**src/rtl/rv_mem_pkg.sv**
```systemverilog
// Shared types and helpers for the data-memory responder.
// funct3 encodings, FSM states and access legality checks.
package rv_mem_pkg;

  localparam logic [2:0] F3_B  = 3'b000;
  localparam logic [2:0] F3_H  = 3'b001;
  localparam logic [2:0] F3_W  = 3'b010;
  localparam logic [2:0] F3_BU = 3'b100;
  localparam logic [2:0] F3_HU = 3'b101;

  typedef enum logic [1:0] {
    IDLE,
    BUSY,
    RESP
  } dmem_state_t;

  function automatic logic is_misaligned(
    input logic [2:0] funct3,
    input logic [1:0] addr
  );
    logic r;
    case (funct3[1:0])
      2'b01:   r = addr[0];
      2'b10:   r = (addr != 2'b00);
      default: r = 1'b0;
    endcase
    return r;
  endfunction

  function automatic logic is_illegal(
    input logic       we,
    input logic [2:0] funct3
  );
    logic r;
    if (we)
      r = !(funct3 inside {F3_B, F3_H, F3_W});
    else
      r = !(funct3 inside {F3_B, F3_H, F3_W, F3_BU, F3_HU});
    return r;
  endfunction

endpackage

```
**src/rtl/dmem_lane_align.sv**
```systemverilog
// Byte-lane steering: load extraction/extension and store merge.
// Purely combinational; the caller decides when results are used.
module dmem_lane_align
  import rv_mem_pkg::*;
(
  input  logic [31:0] word_i,
  input  logic [31:0] wdata_i,
  input  logic [1:0]  off_i,
  input  logic [2:0]  funct3_i,
  output logic [31:0] rdata_o,
  output logic [31:0] merged_o
);

  logic [31:0] shifted;
  logic [4:0]  bsh;
  logic [4:0]  hsh;

  assign bsh     = {off_i, 3'b000};
  assign hsh     = {off_i[1], 4'b0000};
  assign shifted = word_i >> bsh;

  always_comb begin
    rdata_o = '0;
    case (funct3_i)
      F3_B:    rdata_o = {{24{shifted[7]}}, shifted[7:0]};
      F3_BU:   rdata_o = {24'h0, shifted[7:0]};
      F3_H:    rdata_o = {{16{shifted[15]}}, shifted[15:0]};
      F3_HU:   rdata_o = {16'h0, shifted[15:0]};
      F3_W:    rdata_o = word_i;
      default: rdata_o = '0;
    endcase
  end

  always_comb begin
    merged_o = word_i;
    case (funct3_i[1:0])
      2'b00:   merged_o[bsh +: 8]  = wdata_i[7:0];
      2'b01:   merged_o[hsh +: 16] = wdata_i[15:0];
      2'b10:   merged_o            = wdata_i;
      default: merged_o            = word_i;
    endcase
  end

endmodule

```
**src/rtl/dmem_responder.sv**
```systemverilog
// Data-memory responder: word RAM behind a valid/ready request and
// response pair, with programmable wait states and RV32I lane handling.
module dmem_responder
  import rv_mem_pkg::*;
#(
  parameter int ADDRESS_WIDTH = 8,
  parameter int DATA_WIDTH    = 32,
  parameter int LATENCY       = 2
) (
  input  logic                     clk,
  input  logic                     rst,
  input  logic                     req_valid,
  output logic                     req_ready,
  input  logic                     req_we,
  input  logic [2:0]               req_funct3,
  input  logic [ADDRESS_WIDTH-1:0] req_addr,
  input  logic [DATA_WIDTH-1:0]    req_wdata,
  output logic                     resp_valid,
  input  logic                     resp_ready,
  output logic [DATA_WIDTH-1:0]    resp_rdata,
  output logic                     resp_err
);

  localparam int DEPTH = 2 ** (ADDRESS_WIDTH - 2);
  localparam logic [3:0] CNT_INIT = 4'(LATENCY > 0 ? LATENCY - 1 : 0);

  dmem_state_t state_q;
  logic [3:0]  cnt_q;
  logic        we_q;
  logic [2:0]  f3_q;
  logic [ADDRESS_WIDTH-1:0] addr_q;
  logic [DATA_WIDTH-1:0]    wdata_q;
  logic        req_ready_q;
  logic        resp_valid_q;
  logic [DATA_WIDTH-1:0] resp_rdata_q;
  logic        resp_err_q;

  logic [DATA_WIDTH-1:0] mem [DEPTH];

  logic        idle;
  logic        cur_we;
  logic [2:0]  cur_f3;
  logic [ADDRESS_WIDTH-1:0] cur_addr;
  logic [DATA_WIDTH-1:0]    cur_wdata;
  logic [ADDRESS_WIDTH-3:0] idx;
  logic        acc_err;
  logic        enter_resp;
  logic        cur_err;
  logic [DATA_WIDTH-1:0] ld_data;
  logic [DATA_WIDTH-1:0] st_word;

  // A zero-latency or errored request commits on its accept edge,
  // so the datapath reads the live request while idle.
  assign idle      = (state_q == IDLE);
  assign cur_we    = idle ? req_we     : we_q;
  assign cur_f3    = idle ? req_funct3 : f3_q;
  assign cur_addr  = idle ? req_addr   : addr_q;
  assign cur_wdata = idle ? req_wdata  : wdata_q;
  assign idx       = cur_addr[ADDRESS_WIDTH-1:2];

  assign acc_err = is_illegal(req_we, req_funct3)
                 | is_misaligned(req_funct3, req_addr[1:0]);
  assign cur_err = idle & acc_err;

  assign enter_resp =
      (idle && req_valid && (acc_err || LATENCY == 0))
    || (state_q == BUSY && cnt_q == 4'd0);

  dmem_lane_align u_align (
    .word_i   (mem[idx]),
    .wdata_i  (cur_wdata),
    .off_i    (cur_addr[1:0]),
    .funct3_i (cur_f3),
    .rdata_o  (ld_data),
    .merged_o (st_word)
  );

  always_ff @(posedge clk) begin
    if (enter_resp && !rst && cur_we && !cur_err)
      mem[idx] <= st_word;
  end

  always_ff @(posedge clk or posedge rst) begin
    if (rst) begin
      state_q      <= IDLE;
      cnt_q        <= '0;
      we_q         <= 1'b0;
      f3_q         <= '0;
      addr_q       <= '0;
      wdata_q      <= '0;
      req_ready_q  <= 1'b1;
      resp_valid_q <= 1'b0;
      resp_rdata_q <= '0;
      resp_err_q   <= 1'b0;
    end else begin
      case (state_q)
        IDLE: begin
          if (req_valid) begin
            we_q        <= req_we;
            f3_q        <= req_funct3;
            addr_q      <= req_addr;
            wdata_q     <= req_wdata;
            req_ready_q <= 1'b0;
            if (acc_err || LATENCY == 0) begin
              state_q      <= RESP;
              resp_valid_q <= 1'b1;
              resp_err_q   <= acc_err;
              resp_rdata_q <= (acc_err || req_we) ? '0 : ld_data;
            end else begin
              state_q <= BUSY;
              cnt_q   <= CNT_INIT;
            end
          end
        end
        BUSY: begin
          if (cnt_q == 4'd0) begin
            state_q      <= RESP;
            resp_valid_q <= 1'b1;
            resp_err_q   <= 1'b0;
            resp_rdata_q <= we_q ? '0 : ld_data;
          end else begin
            cnt_q <= cnt_q - 4'd1;
          end
        end
        RESP: begin
          if (resp_ready) begin
            state_q      <= IDLE;
            req_ready_q  <= 1'b1;
            resp_valid_q <= 1'b0;
            resp_rdata_q <= '0;
            resp_err_q   <= 1'b0;
          end
        end
        default: state_q <= IDLE;
      endcase
    end
  end

  assign req_ready  = req_ready_q;
  assign resp_valid = resp_valid_q;
  assign resp_rdata = resp_rdata_q;
  assign resp_err   = resp_err_q;

endmodule

```
**config.mk**
```make
export PLATFORM = sky130hd
export DESIGN_NAME = dmem_responder
export DESIGN_NICKNAME = d
export VERILOG_FILES = /design/src/rtl/rv_mem_pkg.sv /design/src/rtl/dmem_lane_align.sv /design/src/rtl/dmem_responder.sv
export SDC_FILE = /design/constraint.sdc
export NUM_CORES = 2
export LEC_CHECK = 0
export ABC_CLOCK_PERIOD_IN_PS = 7830
export CAP_MARGIN = 10
export CORE_MARGIN = 4
export CORE_UTILIZATION = 33
export CTS_CLUSTER_DIAMETER = 80
export DETAILED_ROUTE_END_ITERATION = 6
export PLACE_DENSITY_LB_ADDON = 0.15
export SKIP_LAST_GASP = 1
export SLEW_MARGIN = 30
export SYNTH_ARGS = -nofsm -noshare
export SYNTH_HDL_FRONTEND = slang
export SYNTH_SLANG_ARGS = --single-unit
```
**constraint.sdc**
```tcl
create_clock -name clk -period 7.83 [get_ports clk]
set_input_delay 0.783 -clock clk [delete_from_list [all_inputs] [get_ports clk]]
set_output_delay 0.783 -clock clk [all_outputs]
set_load 0.02 [all_outputs]
```
Word-level counts from Yosys, hierarchy flattened
Memory sizes are Yosys's and may differ from the RTL's. Index checks and enable logic that the tools add are counted.

Flip-flop bits (word level): 85. Bits in writable memories: 2048. Input port bits: 48. Output and inout bits: 35. Word-level logic and storage cells: 107. Memories: 1.

Memory list: mem (words 64, bits a word 32, read ports 1, clocked after Yosys merged registers in 0, wr ports 1, line dmem_responder.sv:38) `logic [DATA_WIDTH-1:0] mem [DEPTH];`.

Add/sub/neg operators: 3. Equal/unequal tests: 20. Shift-type cells: 5. Multiplexer cells: 38. Bitwise operators: 2. Reductions and logical operators: 28.

Operator list (number): $mux 32 (7); $pmux 32 s3 (2); $pmux 32 s5 (1); $bwmux 32 (2); $shift 16x7->32 const A (1); $shift 8x7->32 const A (1); $shiftx 16x7->32 (1); $shiftx 8x7->32 (1); $shr 32x5->16 (1); $neg 5->7 (2); $eq 3x3->1 const B (4); $mux 4 (3); $mux 1 (11); $mux 2 (4); $mux 8 (1); $ne 2x2->1 const B (4); $pmux 4 s2 (1); $eq 2x1->1 const B (3); $eq 2x2->1 const B (3); $eq 3x1->1 const B (2); $eq 3x2->1 const B (2); $logic_and 1x1->1 (6); $logic_not 3->1 (2); $pmux 1 s3 (2); other kinds (18) (29).

Longest topological paths before layout
Word-level depth: 12. Gate-level depth with buffers: 20. Mapped depth without buffers: 11.

Cells and area by module
From an unflattened synthesis, not the netlist that was laid out.

Cell total of the unflattened synthesis: 5388. Area total of the unflattened synthesis: 83328.7 um^2.

Modules (own cells, without submodules): dmem_responder (times used 1, cells an instance 5103, area an instance 81236.7 um^2); dmem_lane_align (times used 1, cells an instance 285, area an instance 2092.0 um^2).

Worst setup path after synthesis
OpenSTA, ideal clock, no wires.

Path type: input-to-reg. Start: input port req_addr[2]. End: memory mem[0][13], data pin. Setup time: 0.741 ns. Arrival: 6.053 ns. Data required time: 7.089 ns. Path slack: 1.036 ns. Stages on the path: 15. Path through: buf_4 -> or4b_1 -> buf_2 -> and2_1 -> buf_4 -> buf_6 -> buf_6 -> buf_2 -> o22ai_1 -> or4_4 -> a2111oi_4 -> o2111ai_2 -> o221ai_1 -> o21ai_1 -> a221oi_1.

Word-level cells in the longest chain between the ends: 4. Elaborated cells on any way between the ends: 5. Classes of those cells: mux (4); memory (1).

Ends and longest elaborated chain: start: declaration (line dmem_responder.sv:16) `input logic [ADDRESS_WIDTH-1:0] req_addr,`; $mux 8 (*) (line dmem_responder.sv:57) `assign cur_addr = idle ? req_addr : addr_q;`; $mem_v2 64x32 (*); $bwmux 32 (on tied branches) (line dmem_lane_align.sv:38, dmem_lane_align.sv:37); $pmux 32 s3 (*) (line dmem_lane_align.sv:36) `case (funct3_i[1:0])`; via st_word[13] (line dmem_responder.sv:50) `logic [DATA_WIDTH-1:0] st_word;`; end: declaration (line dmem_responder.sv:38).

The timed path passes the listed nets; every way through them passes the cells marked *.

Worst setup path in the final report
Start: register state_q[0]. End: memory mem[4][31], data pin.

Word-level cells in the longest chain between the ends: 6. Elaborated cells on any way between the ends: 17. Classes of those cells: add/sub (2); eq/ne (2); shift (4); mux (6); reduce/logical (2); memory (1).

Ends and longest elaborated chain: start: declaration (line dmem_responder.sv:27) `dmem_state_t state_q;`; start signal: assignment (line dmem_responder.sv:85) `state_q <= IDLE;`; start signal: assignment (line dmem_responder.sv:105) `state_q <= RESP;`; start signal: assignment (line dmem_responder.sv:110) `state_q <= BUSY;`; $logic_not 2->1 (*) (line dmem_responder.sv:54) `assign idle = (state_q == IDLE);`; $mux 8 (line dmem_responder.sv:57); $neg 5->7 (on tied branches) (line dmem_lane_align.sv:38, dmem_lane_align.sv:37); $shiftx 16x7->32 (tied with other cells) (line dmem_lane_align.sv:38) `2'b01: merged_o[hsh +: 16] = wdata_i[15:0];`; $bwmux 32 (on tied branches) (line dmem_lane_align.sv:38, dmem_lane_align.sv:37); $pmux 32 s3 (*) (line dmem_lane_align.sv:36); via st_word[31] (line dmem_responder.sv:50).

Marks and branches as above.

==> flow_summary.ini <==
[global_routing]
grt_pass1_wl_mm = 494.6
grt_pass1_vias = 51620
grt_overflow = 0
antenna_found_initial = 17
grt_usage_pct = 28.51
grt_max_degree = 85

[timing]
holdWs_ns = 0.2454
period_share_pct = 81.65
rsz0062_at_grt = no
drv_slew = 0
fin_ws_ns = 1.437
relSlewSlack_pct = 25.76
timing.fmax_ghz = 0.1564
finClkSkew_ns = 0.05157
hold_viol = 0
worst_pin_slew_ns = 1.114
setup_violations = 0
min_period_ns = 6.393
fin_tns_setup_ns = 0

[power_and_ir_drop]
power.share.switching_pct = 40.44
vdd.ir_drop.worst_mv = 0.3778
p_sw_uw = 19370
internal_power_uw = 28520
leakagePower_uw = 0.03055
clkPwrFrac_pct = 21.7
p_seq_share_pct = 38.3
p_comb_share_pct = 40.0
pwr_density_cell_nw_per_um2 = 495.2

[yosys]
synth_area_leaders = edfxtp_1 75%, o22ai_1 5.3%, dfrtp_1 2.6%, a21oi_1 1.8%, mux2_2 1.4%
synth_top_area_share_pct = 75.17
avgSynthCellArea_sq_um = 16.40
synth_fp_nets = 5052
synth_seq_cells = 2133
synth_top_area_cell = edfxtp_1
synthCells = 4990
synth_edf_count = 2048
yosysWarnings = 0
yosysSeqAreaShare_pct = 77.77
ys_types = 103
async_flop_share_pct = 3.985
mappedNetlistArea_sq_um = 81810
synth_ff_type = edfxtp_1

[die]
chipHeight_um = 505.9
ios = 83
die-area_sq_um = 255900
initial_core_util_pct = 33.20
coreArea_sq_um = 246400
die_w_um = 505.9
rows = 182

[setup_path]
worstPathMaxFanout = 39
cp_data_arrival_time_ns = 7.04
cpPeakStageDelay_ns = 0.88
path_cells = inv_1 > ha_4 > buf_4 > mux2_8 > a21oi_4 > buf_4 > a2111oi_0 > buf_4 > a31oi_1 > a2111oi_2 > nand2_1 > o21ai_0 > a22oi_1 > o22ai_4 > buf_4
cp.required_ns = 8.48
cp-startpoint = state_q[0]
crit_top_cell = buf_4
end_kind = register
worstSetupStartpointType = register
cp_slowest_cell = a2111oi_0
rr_startpoint = state_q[0]
criticalPathCategory = register to register

[placed_design]
place_congestion = 0.9791
pre_cts_ws_ns = 1.128
placed_area_sq_um = 89590
dp.cells = 8381
dp_hpwl_mm = 220.4
numPortBuffers = 82

[clock_tree]
cts-root-buf = clkbuf_16
cts_hold_buf = 0
cts.sinks = 2133
path_clk_slew_ns = 0.06
cts_tree = built
htreeDepth = 4
cts_buffer_depth = 3
ctsResizeCount = 0
cts_setup_buffers = 0
clock_latency_ns = 0.89
cts_inserted_buffers = 221

[detailed_routing]
via_per_inst = 6.309
drt_wl_total_mm = 376.6
wl_per_cell_um = 42.80
route.detailed.drc = 0
num_vias = 55520
dr.pass1.iters = 7
antenna_left = 0
first_iter_violations = 9081

[finish]
fin_cells = 8799
syn2layout_area_growth_pct = 18.19
nets = 5356
layout-drive-gt1-share_pct = 17.27
fin_area_sq_um = 96700

[hold_path]
hold_class = input port to async pin

[status]
outcome = completed

[flow_run]
maxCapViolations = 0
## metal layers
layer	track usage [%]	up-vias	part of all wire (%)
met2	42.41	3875	44
met5	0	-	0.013
met4	12.77	6	5.2
met3	7.822	785	12
met1	38.99	29590	40
li1	-	21260	-
## logic make-up (layout without fill, tap and decap cells)
| group | after synthesis | count (layout) | share of synthesized area [%] |
|---|---|---|---|
| muxes | 183 | 183 | 2.448 |
| adders and majority gates | 14 | 14 | 0.2141 |
| and+or+nand+nor | 744 | 744 | 4.637 |
| AOI/OAI and AO/OA | 1537 | 1537 | 12.41 |
| buffers and inverters | 379 | 868 | 2.517 |
| DFF | 2133 | 2133 | 77.77 |
| other | 0 | 8 | 0 |
## cells in the final DEF (no fill, tap or decap), types with 22 or more instances in the layout
| cell type | netlist | final |
|---|---|---|
| a211oi_1 | 25 | 25 |
| a21o_1 | 40 | 40 |
| a21oi_1 | 301 | 299 |
| a22oi_1 | 29 | 27 |
| buf_12 | 1 | 68 |
| buf_4 | 40 | 273 |
| clkbuf_1 | 105 | 42 |
| clkbuf_16 | 0 | 225 |
| clkdlybuf4s50_1 | 0 | 82 |
| clkinv_1 | 1 | 60 |
| clkinv_2 | 0 | 40 |
| dfrtp_1 | 84 | 84 |
| edfxtp_1 | 2048 | 2048 |
| inv_1 | 23 | 22 |
| mux2_2 | 99 | 99 |
| mux2i_1 | 78 | 68 |
| nand2_1 | 173 | 161 |
| nand3_1 | 40 | 38 |
| nor2_1 | 206 | 136 |
| nor2_4 | 0 | 67 |
| nor3_1 | 99 | 99 |
| nor4_1 | 58 | 57 |
| o21ai_0 | 80 | 74 |
| o221ai_1 | 82 | 79 |
| o22a_1 | 29 | 29 |
| o22ai_1 | 687 | 685 |
| o41ai_1 | 24 | 24 |
| or4_1 | 56 | 56 |
## cells in the mapped netlist (10+ instances only)
cell	count
a2111oi_0	11
a211oi_1	25
a21boi_0	14
a21o_1	40
a21oi_1	301
a221oi_1	13
a222oi_1	16
a22oi_1	29
a31oi_1	17
and2_1	16
buf_1	39
buf_2	130
buf_4	40
buf_6	38
clkbuf_1	105
dfrtp_1	84
edfxtp_1	2048
ha_1	14
inv_1	23
mux2_2	99
mux2i_1	78
nand2_1	173
nand2b_1	14
nand3_1	40
nand4_1	10
nor2_1	206
nor3_1	99
nor4_1	58
o2111ai_1	22
o211ai_1	10
o21ai_0	80
o21ai_1	18
o221ai_1	82
o22a_1	29
o22ai_1	687
o31ai_1	19
o32ai_1	20
o41ai_1	24
or4_1	56
## through the flow
step | utilization [%] | total power (uW)
floorplan | - | 27760
global placement | 36.25 | 36840
detailed placement | 36.36 | 37070
CTS | 39.22 | 47370
global route | 39.24 | 48880
finish | 39.24 | 47890
## critical path, delay by kind of cell (launching register included)
kind | cells | cell delay (ns)
buf+inv | 5 | 1.61
compound gates | 7 | 2.83
fa+ha+maj | 1 | 0.38
mux | 1 | 0.63
flops | 1 | 0.40
simple gates | 1 | 0.26
## registers in the layout, indices dropped and copies added (netlist names)
| register | count |
|---|---|
| f3_q | 3 |
| req_ready | 1 |
| resp_valid | 1 |
| wdata_q | 32 |
| cnt_q | 4 |
| mem | 2048 |
| resp_err | 1 |
| state_q | 2 |
| resp_rdata | 32 |
| addr_q | 8 |
| we_q | 1 |
## final cells by class
| cell class | instances | area [sq um] |
|---|---|---|
| fillers | 22730 | 149700 |
| flip-flops and latches | 2133 | 63630 |
| multi-input cells | 2478 | 17230 |
| clock buffers | 271 | 5843 |
| repair buffers | 436 | 4544 |
| well taps | 3312 | 4144 |
| clock inverters | 137 | 1192 |
| inverters | 24 | 91.34 |
| diodes | 8 | 20.02 |
## path summary, 6_finish.rpt
kind                       cells past startpoint            end  slack (ns)
hold / removal                                 2     resp_valid        0.25
hold reg to reg                                2     resp_valid        0.48
max in group asynchronous                      3  resp_rdata[4]        6.49
setup / recovery                              15     mem[4][31]        1.44
setup reg to reg                              15     mem[4][31]        1.44
min in group clk                               2     resp_valid        0.48
## power groups by stage
stage	clock [uW]	combinational, uW	sequential, uW
2_1_floorplan	0	8670	19100
3_3_place_gp	0	18300	18600
3_5_place_dp	0	18500	18600
4_1_cts	10500	18500	18300
5_1_grt	11000	19600	18400
6_report	10400	19100	18400
Note: power is estimated with default switching activity, not from simulation.
